## src/rtl/riscv_pkg.sv

```systemverilog
// Shared front-end definitions: exception cause indices and the parcel-queue slot layout.
package riscv_pkg;

    localparam int unsigned CAUSE_MISALIGNED_INSTRUCTION   = 0;
    localparam int unsigned CAUSE_INSTRUCTION_ACCESS_FAULT = 1;
    localparam int unsigned CAUSE_ILLEGAL_INSTRUCTION      = 2;

    // One halfword slot of the parcel queue with its fetch status
    typedef struct packed {
        logic [15:0] data;
        logic        mis;
        logic        flt;
    } pq_slot_t;

endpackage

```

## src/rtl/riscv_if_aligner.sv

```systemverilog
// Combinational head inspection: decides whether the two head slots form an instruction.
module riscv_if_aligner
    import riscv_pkg::*;
#(
    parameter int unsigned PTR_W          = 4,
    parameter int unsigned EXCEPTION_SIZE = 16,
    parameter bit          HAS_RVC        = 1'b1
) (
    input  pq_slot_t                  slot0_i,
    input  pq_slot_t                  slot1_i,
    input  logic [PTR_W-1:0]          count_i,
    output logic                      formable_c_o,
    output logic                      is_rvc_c_o,
    output logic [1:0]                pop_cnt_c_o,
    output logic [31:0]               instr_c_o,
    output logic [EXCEPTION_SIZE-1:0] exception_c_o
);

    // Faulted head first, then 16-bit, then 32-bit once both halves are present
    always_comb begin
        formable_c_o  = 1'b0;
        is_rvc_c_o    = 1'b0;
        pop_cnt_c_o   = 2'd0;
        instr_c_o     = '0;
        exception_c_o = '0;
        if (count_i != '0) begin
            if (slot0_i.mis || slot0_i.flt) begin
                formable_c_o = 1'b1;
                pop_cnt_c_o  = 2'd1;
                exception_c_o[CAUSE_MISALIGNED_INSTRUCTION]   = slot0_i.mis;
                exception_c_o[CAUSE_INSTRUCTION_ACCESS_FAULT] = slot0_i.flt;
            end else if (slot0_i.data[1:0] != 2'b11) begin
                formable_c_o = 1'b1;
                is_rvc_c_o   = 1'b1;
                pop_cnt_c_o  = 2'd1;
                instr_c_o    = {16'h0000, slot0_i.data};
                exception_c_o[CAUSE_ILLEGAL_INSTRUCTION] = !HAS_RVC;
            end else if (count_i >= PTR_W'(2)) begin
                formable_c_o = 1'b1;
                pop_cnt_c_o  = 2'd2;
                instr_c_o    = {slot1_i.data, slot0_i.data};
                exception_c_o[CAUSE_INSTRUCTION_ACCESS_FAULT] = slot1_i.flt;
            end
        end
    end

endmodule

```

## src/rtl/riscv_if_pq.sv

```systemverilog
// Instruction-fetch parcel queue: halfword FIFO between fetch and decode with RVC/32-bit alignment.
module riscv_if_pq
    import riscv_pkg::*;
#(
    parameter int unsigned     XLEN           = 64,
    parameter int unsigned     PARCEL_SIZE    = 32,
    parameter int unsigned     QUEUE_DEPTH    = 8,
    parameter int unsigned     EXCEPTION_SIZE = 16,
    parameter bit              HAS_RVC        = 1'b1,
    parameter logic [XLEN-1:0] PC_INIT        = XLEN'('h8000_0000)
) (
    input  logic                      clk,
    input  logic                      rstn,
    input  logic [PARCEL_SIZE-1:0]    pq_parcel,
    input  logic [XLEN-1:0]           pq_parcel_pc,
    input  logic [PARCEL_SIZE/16-1:0] pq_parcel_valid,
    input  logic                      pq_parcel_misaligned,
    input  logic                      pq_parcel_page_fault,
    output logic                      pq_ready,
    input  logic                      flush,
    input  logic [XLEN-1:0]           flush_pc,
    input  logic                      id_ready,
    output logic                      if_valid,
    output logic [31:0]               if_instr,
    output logic                      if_is_rvc,
    output logic [XLEN-1:0]           if_pc,
    output logic [EXCEPTION_SIZE-1:0] if_exception
);

    localparam int unsigned HW_PER_PARCEL = PARCEL_SIZE / 16;
    localparam int unsigned IDX_W         = $clog2(QUEUE_DEPTH);
    localparam int unsigned PTR_W         = IDX_W + 1;

    pq_slot_t                  mem_q [QUEUE_DEPTH];
    logic [PTR_W-1:0]          wr_ptr_q, wr_ptr_d, rd_ptr_q, rd_ptr_d, count;
    logic [XLEN-1:0]           head_pc_q, head_pc_d, tail_pc_q, tail_pc_d;
    logic                      if_valid_q, if_valid_d;
    logic [31:0]               if_instr_q, if_instr_d;
    logic                      if_is_rvc_q, if_is_rvc_d;
    logic [XLEN-1:0]           if_pc_q, if_pc_d;
    logic [EXCEPTION_SIZE-1:0] if_exception_q, if_exception_d;

    logic [PTR_W-1:0]          first_idx, n_valid;
    logic                      first_found;
    logic [XLEN-1:0]           first_pc;
    logic                      push;
    logic [IDX_W-1:0]          wr_slot [HW_PER_PARCEL];
    logic [IDX_W-1:0]          rd_idx0, rd_idx1;

    logic                      al_formable, al_is_rvc;
    logic [1:0]                al_pop;
    logic [31:0]               al_instr;
    logic [EXCEPTION_SIZE-1:0] al_exc;
    logic                      pop_en;

    assign count    = wr_ptr_q - rd_ptr_q;
    // Pre-pop occupancy: ready only when a whole parcel is guaranteed to fit
    assign pq_ready = (PTR_W'(QUEUE_DEPTH) - count) >= PTR_W'(HW_PER_PARCEL);

    // Locate the first valid halfword and count the valid ones (valid bits are contiguous)
    always_comb begin
        first_idx   = '0;
        n_valid     = '0;
        first_found = 1'b0;
        for (int i = 0; i < HW_PER_PARCEL; i++) begin
            if (pq_parcel_valid[i]) begin
                if (!first_found) begin
                    first_idx   = PTR_W'(i);
                    first_found = 1'b1;
                end
                n_valid = n_valid + PTR_W'(1);
            end
        end
    end

    assign first_pc = pq_parcel_pc + (XLEN'(first_idx) << 1);
    // Stale parcels (address not the expected next fetch) are dropped here
    assign push     = pq_ready && (|pq_parcel_valid) && (first_pc == tail_pc_q) && !flush;

    // Queue slot targeted by each parcel halfword, packed down past leading invalid ones
    always_comb begin
        for (int i = 0; i < HW_PER_PARCEL; i++) begin
            wr_slot[i] = IDX_W'(wr_ptr_q[IDX_W-1:0] + IDX_W'(i) - IDX_W'(first_idx));
        end
    end

    // Halfword storage; contents are qualified by the pointers so no reset is needed
    always_ff @(posedge clk) begin
        if (push) begin
            for (int i = 0; i < HW_PER_PARCEL; i++) begin
                if (pq_parcel_valid[i]) begin
                    mem_q[wr_slot[i]] <= {pq_parcel[16*i +: 16], pq_parcel_misaligned, pq_parcel_page_fault};
                end
            end
        end
    end

    assign rd_idx0 = rd_ptr_q[IDX_W-1:0];
    assign rd_idx1 = rd_idx0 + IDX_W'(1);

    riscv_if_aligner #(
        .PTR_W          (PTR_W),
        .EXCEPTION_SIZE (EXCEPTION_SIZE),
        .HAS_RVC        (HAS_RVC)
    ) u_aligner (
        .slot0_i       (mem_q[rd_idx0]),
        .slot1_i       (mem_q[rd_idx1]),
        .count_i       (count),
        .formable_c_o  (al_formable),
        .is_rvc_c_o    (al_is_rvc),
        .pop_cnt_c_o   (al_pop),
        .instr_c_o     (al_instr),
        .exception_c_o (al_exc)
    );

    assign pop_en = al_formable && (!if_valid_q || id_ready);

    // Next-state: flush overrides; otherwise independent push and pop
    always_comb begin
        wr_ptr_d       = wr_ptr_q;
        rd_ptr_d       = rd_ptr_q;
        head_pc_d      = head_pc_q;
        tail_pc_d      = tail_pc_q;
        if_valid_d     = if_valid_q;
        if_instr_d     = if_instr_q;
        if_is_rvc_d    = if_is_rvc_q;
        if_pc_d        = if_pc_q;
        if_exception_d = if_exception_q;
        if (flush) begin
            wr_ptr_d   = '0;
            rd_ptr_d   = '0;
            head_pc_d  = flush_pc;
            tail_pc_d  = flush_pc;
            if_valid_d = 1'b0;
        end else begin
            if (push) begin
                wr_ptr_d  = wr_ptr_q + n_valid;
                tail_pc_d = tail_pc_q + (XLEN'(n_valid) << 1);
            end
            if (pop_en) begin
                rd_ptr_d       = rd_ptr_q + PTR_W'(al_pop);
                head_pc_d      = head_pc_q + (XLEN'(al_pop) << 1);
                if_valid_d     = 1'b1;
                if_instr_d     = al_instr;
                if_is_rvc_d    = al_is_rvc;
                if_pc_d        = head_pc_q;
                if_exception_d = al_exc;
            end else if (id_ready) begin
                if_valid_d = 1'b0;
            end
        end
    end

    // State and output registers
    always_ff @(posedge clk or negedge rstn) begin
        if (!rstn) begin
            wr_ptr_q       <= '0;
            rd_ptr_q       <= '0;
            head_pc_q      <= PC_INIT;
            tail_pc_q      <= PC_INIT;
            if_valid_q     <= 1'b0;
            if_instr_q     <= '0;
            if_is_rvc_q    <= 1'b0;
            if_pc_q        <= PC_INIT;
            if_exception_q <= '0;
        end else begin
            wr_ptr_q       <= wr_ptr_d;
            rd_ptr_q       <= rd_ptr_d;
            head_pc_q      <= head_pc_d;
            tail_pc_q      <= tail_pc_d;
            if_valid_q     <= if_valid_d;
            if_instr_q     <= if_instr_d;
            if_is_rvc_q    <= if_is_rvc_d;
            if_pc_q        <= if_pc_d;
            if_exception_q <= if_exception_d;
        end
    end

    assign if_valid     = if_valid_q;
    assign if_instr     = if_instr_q;
    assign if_is_rvc    = if_is_rvc_q;
    assign if_pc        = if_pc_q;
    assign if_exception = if_exception_q;

endmodule

```

## config.mk

```make
export PLATFORM = sky130hd
export DESIGN_NAME = riscv_if_pq
export DESIGN_NICKNAME = d
export VERILOG_FILES = /design/src/rtl/riscv_pkg.sv /design/src/rtl/riscv_if_aligner.sv /design/src/rtl/riscv_if_pq.sv
export SDC_FILE = /design/constraint.sdc
export NUM_CORES = 1
export LEC_CHECK = 0
export BUFFER_PORTS_ARGS = -buffer_cell sky130_fd_sc_hd__clkbuf_2
export CAP_MARGIN = 15
export CORE_AREA = 2 2 195 197
export DETAILED_ROUTE_END_ITERATION = 7
export DIE_AREA = 0 0 197 199
export GPL_TIMING_DRIVEN = 0
export PLACE_DENSITY = 0.88
export REMOVE_ABC_BUFFERS = 1
export SLEW_MARGIN = 5
export SYNTH_ARGS = -nofsm -noshare
export SYNTH_HDL_FRONTEND = slang
export SYNTH_SLANG_ARGS = --single-unit
```

## constraint.sdc

```tcl
create_clock -name clk -period 10.8 [get_ports clk]
set_input_delay 2.16 -clock clk [delete_from_list [all_inputs] [get_ports clk]]
set_output_delay 2.16 -clock clk [all_outputs]
set_load 0.02 [all_outputs]
```

==> flow_summary.rst <==
.. list-table::
   :header-rows: 1

   * - Metric
     - Value
   * - Run status
     - finished clean
   * - Netlist area before placement
     - 23500 um^2
   * - Most frequent cell after synthesis
     - sky130_fd_sc_hd__dfrtp_1
   * - Post-CTS sizing
     - 0
   * - Portion of the post-synthesis area used by sequential elements
     - 0.436
   * - Req. time, crit path
     - 11.14 ns
   * - Proportion of netlist area held by the largest area contributor
     - 0.248
   * - Hold-fix buffers, CTS
     - 0
   * - Multi-input combinational cell area
     - 12600 um^2
   * - Data arrival at the endpoint of the critical path
     - 9.46 ns
   * - Cell breakdown of the critical path
     - clkbuf_2 -> inv_1 -> ha_1 -> ha_1 -> nand4_1 -> or4_1 -> or4_4 -> o31ai_1 -> o2111a_1 -> nor4b_2 -> nand2_1 -> buf_16 -> nor4_4 -> buf_8 -> mux2_2
   * - Total vias in the final route
     - 20.6k
   * - H-tree Lvls
     - 2
   * - Most common cell type on the critical path
     - sky130_fd_sc_hd__ha_1
   * - Count of buffers inserted at the top-level ports
     - 268
   * - Kind of end point of the critical path
     - register
   * - Commonest cells post-synth
     - 233 x sky130_fd_sc_hd__dfrtp_1, 205 x sky130_fd_sc_hd__mux2_2, 145 x sky130_fd_sc_hd__nand2_1
   * - Avg WL per Cell
     - 27.9 um
   * - Buffers inserted during post-CTS setup optimization
     - 0
   * - Top-Level Pins
     - 283
   * - Largest net degree at the start of global routing
     - 109
   * - Most used DFF post-synth
     - sky130_fd_sc_hd__dfrtp_1
   * - Die H
     - 199 um
   * - Overflow after GRT
     - 0
   * - Top post-synthesis cells by area
     - sky130_fd_sc_hd__dfrtp_1 25%, sky130_fd_sc_hd__edfxtp_1 18%, sky130_fd_sc_hd__mux2_2 9.8%, sky130_fd_sc_hd__mux4_2 6.7%, sky130_fd_sc_hd__xnor2_1 3.3%
   * - Setup repair after global routing missed its margin
     - false
   * - 1st-pass router iterations
     - 6
   * - Worst hold-check path type
     - reg -> reg
   * - Final net count
     - 2544
   * - Mean post-synth cell area
     - 11.0 um^2
   * - Count of different cell masters after synthesis
     - 78
   * - Fraction of registers with async set or reset after synthesis
     - 0.621
   * - Critical path class
     - in -> reg
   * - Worst slew margin relative to its limit
     - 0.229
   * - Storage cell area
     - 10200 um^2
   * - Final setup fails
     - 0
   * - Core ar.
     - 37100 um^2
   * - Area growth from synthesis to final layout
     - 15.1%
   * - Total number of placement rows
     - 71
   * - First-pass GRT wire length
     - 121 mm
   * - Final Slew Violations
     - 0
   * - Total of flip-flops plus latches after synthesis
     - 380
   * - Power density over the cells
     - 190 nW/um^2
   * - Clock-pin slew reported for the worst setup and hold paths after clock tree synthesis
     - 0.06 ns
   * - Max stage delay on crit path
     - 0.94 ns
   * - Static leakage
     - 10.4 nW
   * - Max-cap violation count
     - 0
   * - Post-route setup TNS
     - 0 ns
   * - Number of antenna violations at the first check in global routing
     - 7
   * - Launching element type of the critical path
     - primary input
   * - Total GRT Usage
     - 0.406
   * - Clock buffer count from CTS
     - 41
   * - Clock net sink count
     - 380
   * - Cell at the slowest stage of the critical path
     - sky130_fd_sc_hd__nor4b_2
   * - Clock period minus worst slack
     - 9.11 ns
   * - Starting density of the core
     - 0.632
   * - Total count of hold-check failures in the final report
     - 0
   * - Final wirelength
     - 79.7 mm
   * - Clock network latency to the later pin of the worst-skew pair
     - 0.61 ns
   * - Post-detailed-route via-to-cell ratio
     - 7.20
   * - Final Wtd Congestion
     - 1.02
   * - Clock tree from TritonCTS
     - yes
   * - Count of unresolved DRC violations after routing
     - 0
   * - Antenna Violating Nets Remaining
     - 0
   * - Cell family with the largest share of critical-path delay
     - simple AND/OR/NAND/NOR gates
   * - Number of cells produced by synthesis
     - 2131
   * - Filler cells
     - 2334
   * - CTS root buf
     - sky130_fd_sc_hd__clkbuf_16
   * - Number of warnings issued by yosys
     - 0
   * - Power, Total
     - 5.12 mW
   * - Worst Skew
     - 0.0378 ns
   * - Actual slew at the worst max-slew pin
     - 1.15 ns
   * - Count of flip-flops with a built-in enable after synthesis
     - 144
   * - Number of buffer and inverter stages on the critical path
     - 4
   * - Number of DRC markers in iteration 0
     - 2600
   * - Ratio of final minimum period to clock period
     - 0.844
   * - Die Outline Area
     - 39200 um^2
   * - Share of post-route cells with drive strength above 1
     - 0.288
   * - Top cell type by total area after synthesis
     - sky130_fd_sc_hd__dfrtp_1
   * - Number of global-route vias before repair
     - 20.5k
   * - X dimension of the die
     - 197 um
   * - Worst IR Drop VDD
     - 0.200 mV
   * - Top fanout value on the critical path
     - 13
   * - Longest Clk Path Bufs
     - 3
   * - Hpwl dp
     - 55.1 mm
   * - Peak clock frequency supported by timing
     - 110 MHz
-- state kept, by name, indices dropped and copies added, names as in the netlist, 2 cells and up --
register,flops
if_exception,2
mem_q,144
rd_ptr_q,4
wr_ptr_q,4
tail_pc_q,64
head_pc_q,64
if_pc,64
if_instr,32
-- report_power, final --
part           switching (mW)  total [mW]  internal [mW]
clock network           0.638        1.50          0.857
logic                   0.987        1.69          0.701
registers               0.215        1.94           1.73
-- routing by layer --
layer,wire (um),track usage,vias up
li1,-,-,8542
met1,27500,0.489,10033
met2,38000,0.670,1595
met3,8730,0.0958,407
met4,5420,0.236,4
met5,28,0,-
-- final timing paths --
path	slack (ns)	startpoint	end	cells after the start
min in group asynchronous	1.49	rstn	head_pc_q[49]	1
min reg2reg	0.49	if_exception[0]	if_exception[0]	2
max reg2reg	3.85	rd_ptr_q[0]	head_pc_q[38]	18
max	1.69	pq_parcel_valid[0]	mem_q[3][14]	15
min	0.49	if_exception[0]	if_exception[0]	2
max in group asynchronous	8.00	rstn	if_instr[7]	3
-- cell type report --
type | instances | share of cell area
timing repair buffer | 304 | 0.0742
clock buffer | 56 | 0.0427
antenna | 4 | 0.000370
sequential | 380 | 0.379
tap | 474 | 0.0219
inverter | 43 | 0.00615
clock inverter | 20 | 0.00958
multi-input combinational | 1578 | 0.466
-- cell usage in the layout, fill, tap and decap left out, types with 22 or more instances in the layout --
cell type / synthesis / final
sky130_fd_sc_hd__a21oi_1: 68 / 68
sky130_fd_sc_hd__and3_1: 53 / 53
sky130_fd_sc_hd__and4_1: 30 / 30
sky130_fd_sc_hd__clkbuf_16: 0 / 42
sky130_fd_sc_hd__clkbuf_2: 0 / 266
sky130_fd_sc_hd__dfrtp_1: 233 / 231
sky130_fd_sc_hd__edfxtp_1: 144 / 144
sky130_fd_sc_hd__ha_1: 23 / 22
sky130_fd_sc_hd__inv_1: 41 / 41
sky130_fd_sc_hd__mux2_2: 205 / 205
sky130_fd_sc_hd__mux2i_1: 51 / 51
sky130_fd_sc_hd__mux4_2: 70 / 70
sky130_fd_sc_hd__nand2_1: 145 / 145
sky130_fd_sc_hd__nand3_1: 84 / 84
sky130_fd_sc_hd__nand4_1: 71 / 71
sky130_fd_sc_hd__nor2_1: 118 / 110
sky130_fd_sc_hd__nor3_1: 56 / 55
sky130_fd_sc_hd__nor4_1: 54 / 51
sky130_fd_sc_hd__o21ai_0: 46 / 46
sky130_fd_sc_hd__o31ai_1: 26 / 26
sky130_fd_sc_hd__xnor2_1: 88 / 88
sky130_fd_sc_hd__xor2_1: 79 / 78
-- metrics by stage --
stage / util / setup slack, ns / cells / cell area [um^2] / hold WS, ns
after global routing: 0.728 / 1.58 / 2859 / 27000 / 0.513
after global placement: 0.669 / -3.75 / 2743 / 24800 / 0.463
after detailed placement: 0.690 / 1.40 / 2779 / 25600 / 0.472
final: 0.728 / 1.69 / 2859 / 27000 / 0.490
after floorplan: - / 2.08 / 2001 / 22900 / 0.488
after CTS: 0.728 / 2.02 / 2855 / 27000 / 0.488
-- worst reg2reg max path, stage by stage (launching register included) --
cell	delay, ns
sky130_fd_sc_hd__dfrtp_4	0.79
sky130_fd_sc_hd__buf_16	0.34
sky130_fd_sc_hd__mux4_2	0.66
sky130_fd_sc_hd__and3_1	0.21
sky130_fd_sc_hd__a31oi_1	0.50
sky130_fd_sc_hd__nor2_1	0.15
sky130_fd_sc_hd__nand3_1	0.81
sky130_fd_sc_hd__inv_1	0.38
sky130_fd_sc_hd__ha_1	0.43
sky130_fd_sc_hd__a21oi_1	0.10
sky130_fd_sc_hd__nor2b_1	0.13
sky130_fd_sc_hd__inv_1	0.11
sky130_fd_sc_hd__nor4_2	0.46
sky130_fd_sc_hd__buf_4	0.27
sky130_fd_sc_hd__nand3_1	0.33
sky130_fd_sc_hd__nor3_1	0.66
sky130_fd_sc_hd__nand2_1	0.18
sky130_fd_sc_hd__xnor2_1	0.16
sky130_fd_sc_hd__o21a_1	0.17
-- logic make-up after synthesis --
group,share of synthesized area
and+or+nand+nor,0.170
DFF,0.436
muxes,0.192
AOI/OAI and AO/OA,0.0883
buffers and inverters,0.0332
xor gates and xnor gates,0.0643
adders and majority gates,0.0165
other,0.000160
Note: power is estimated with default switching activity, not from simulation.
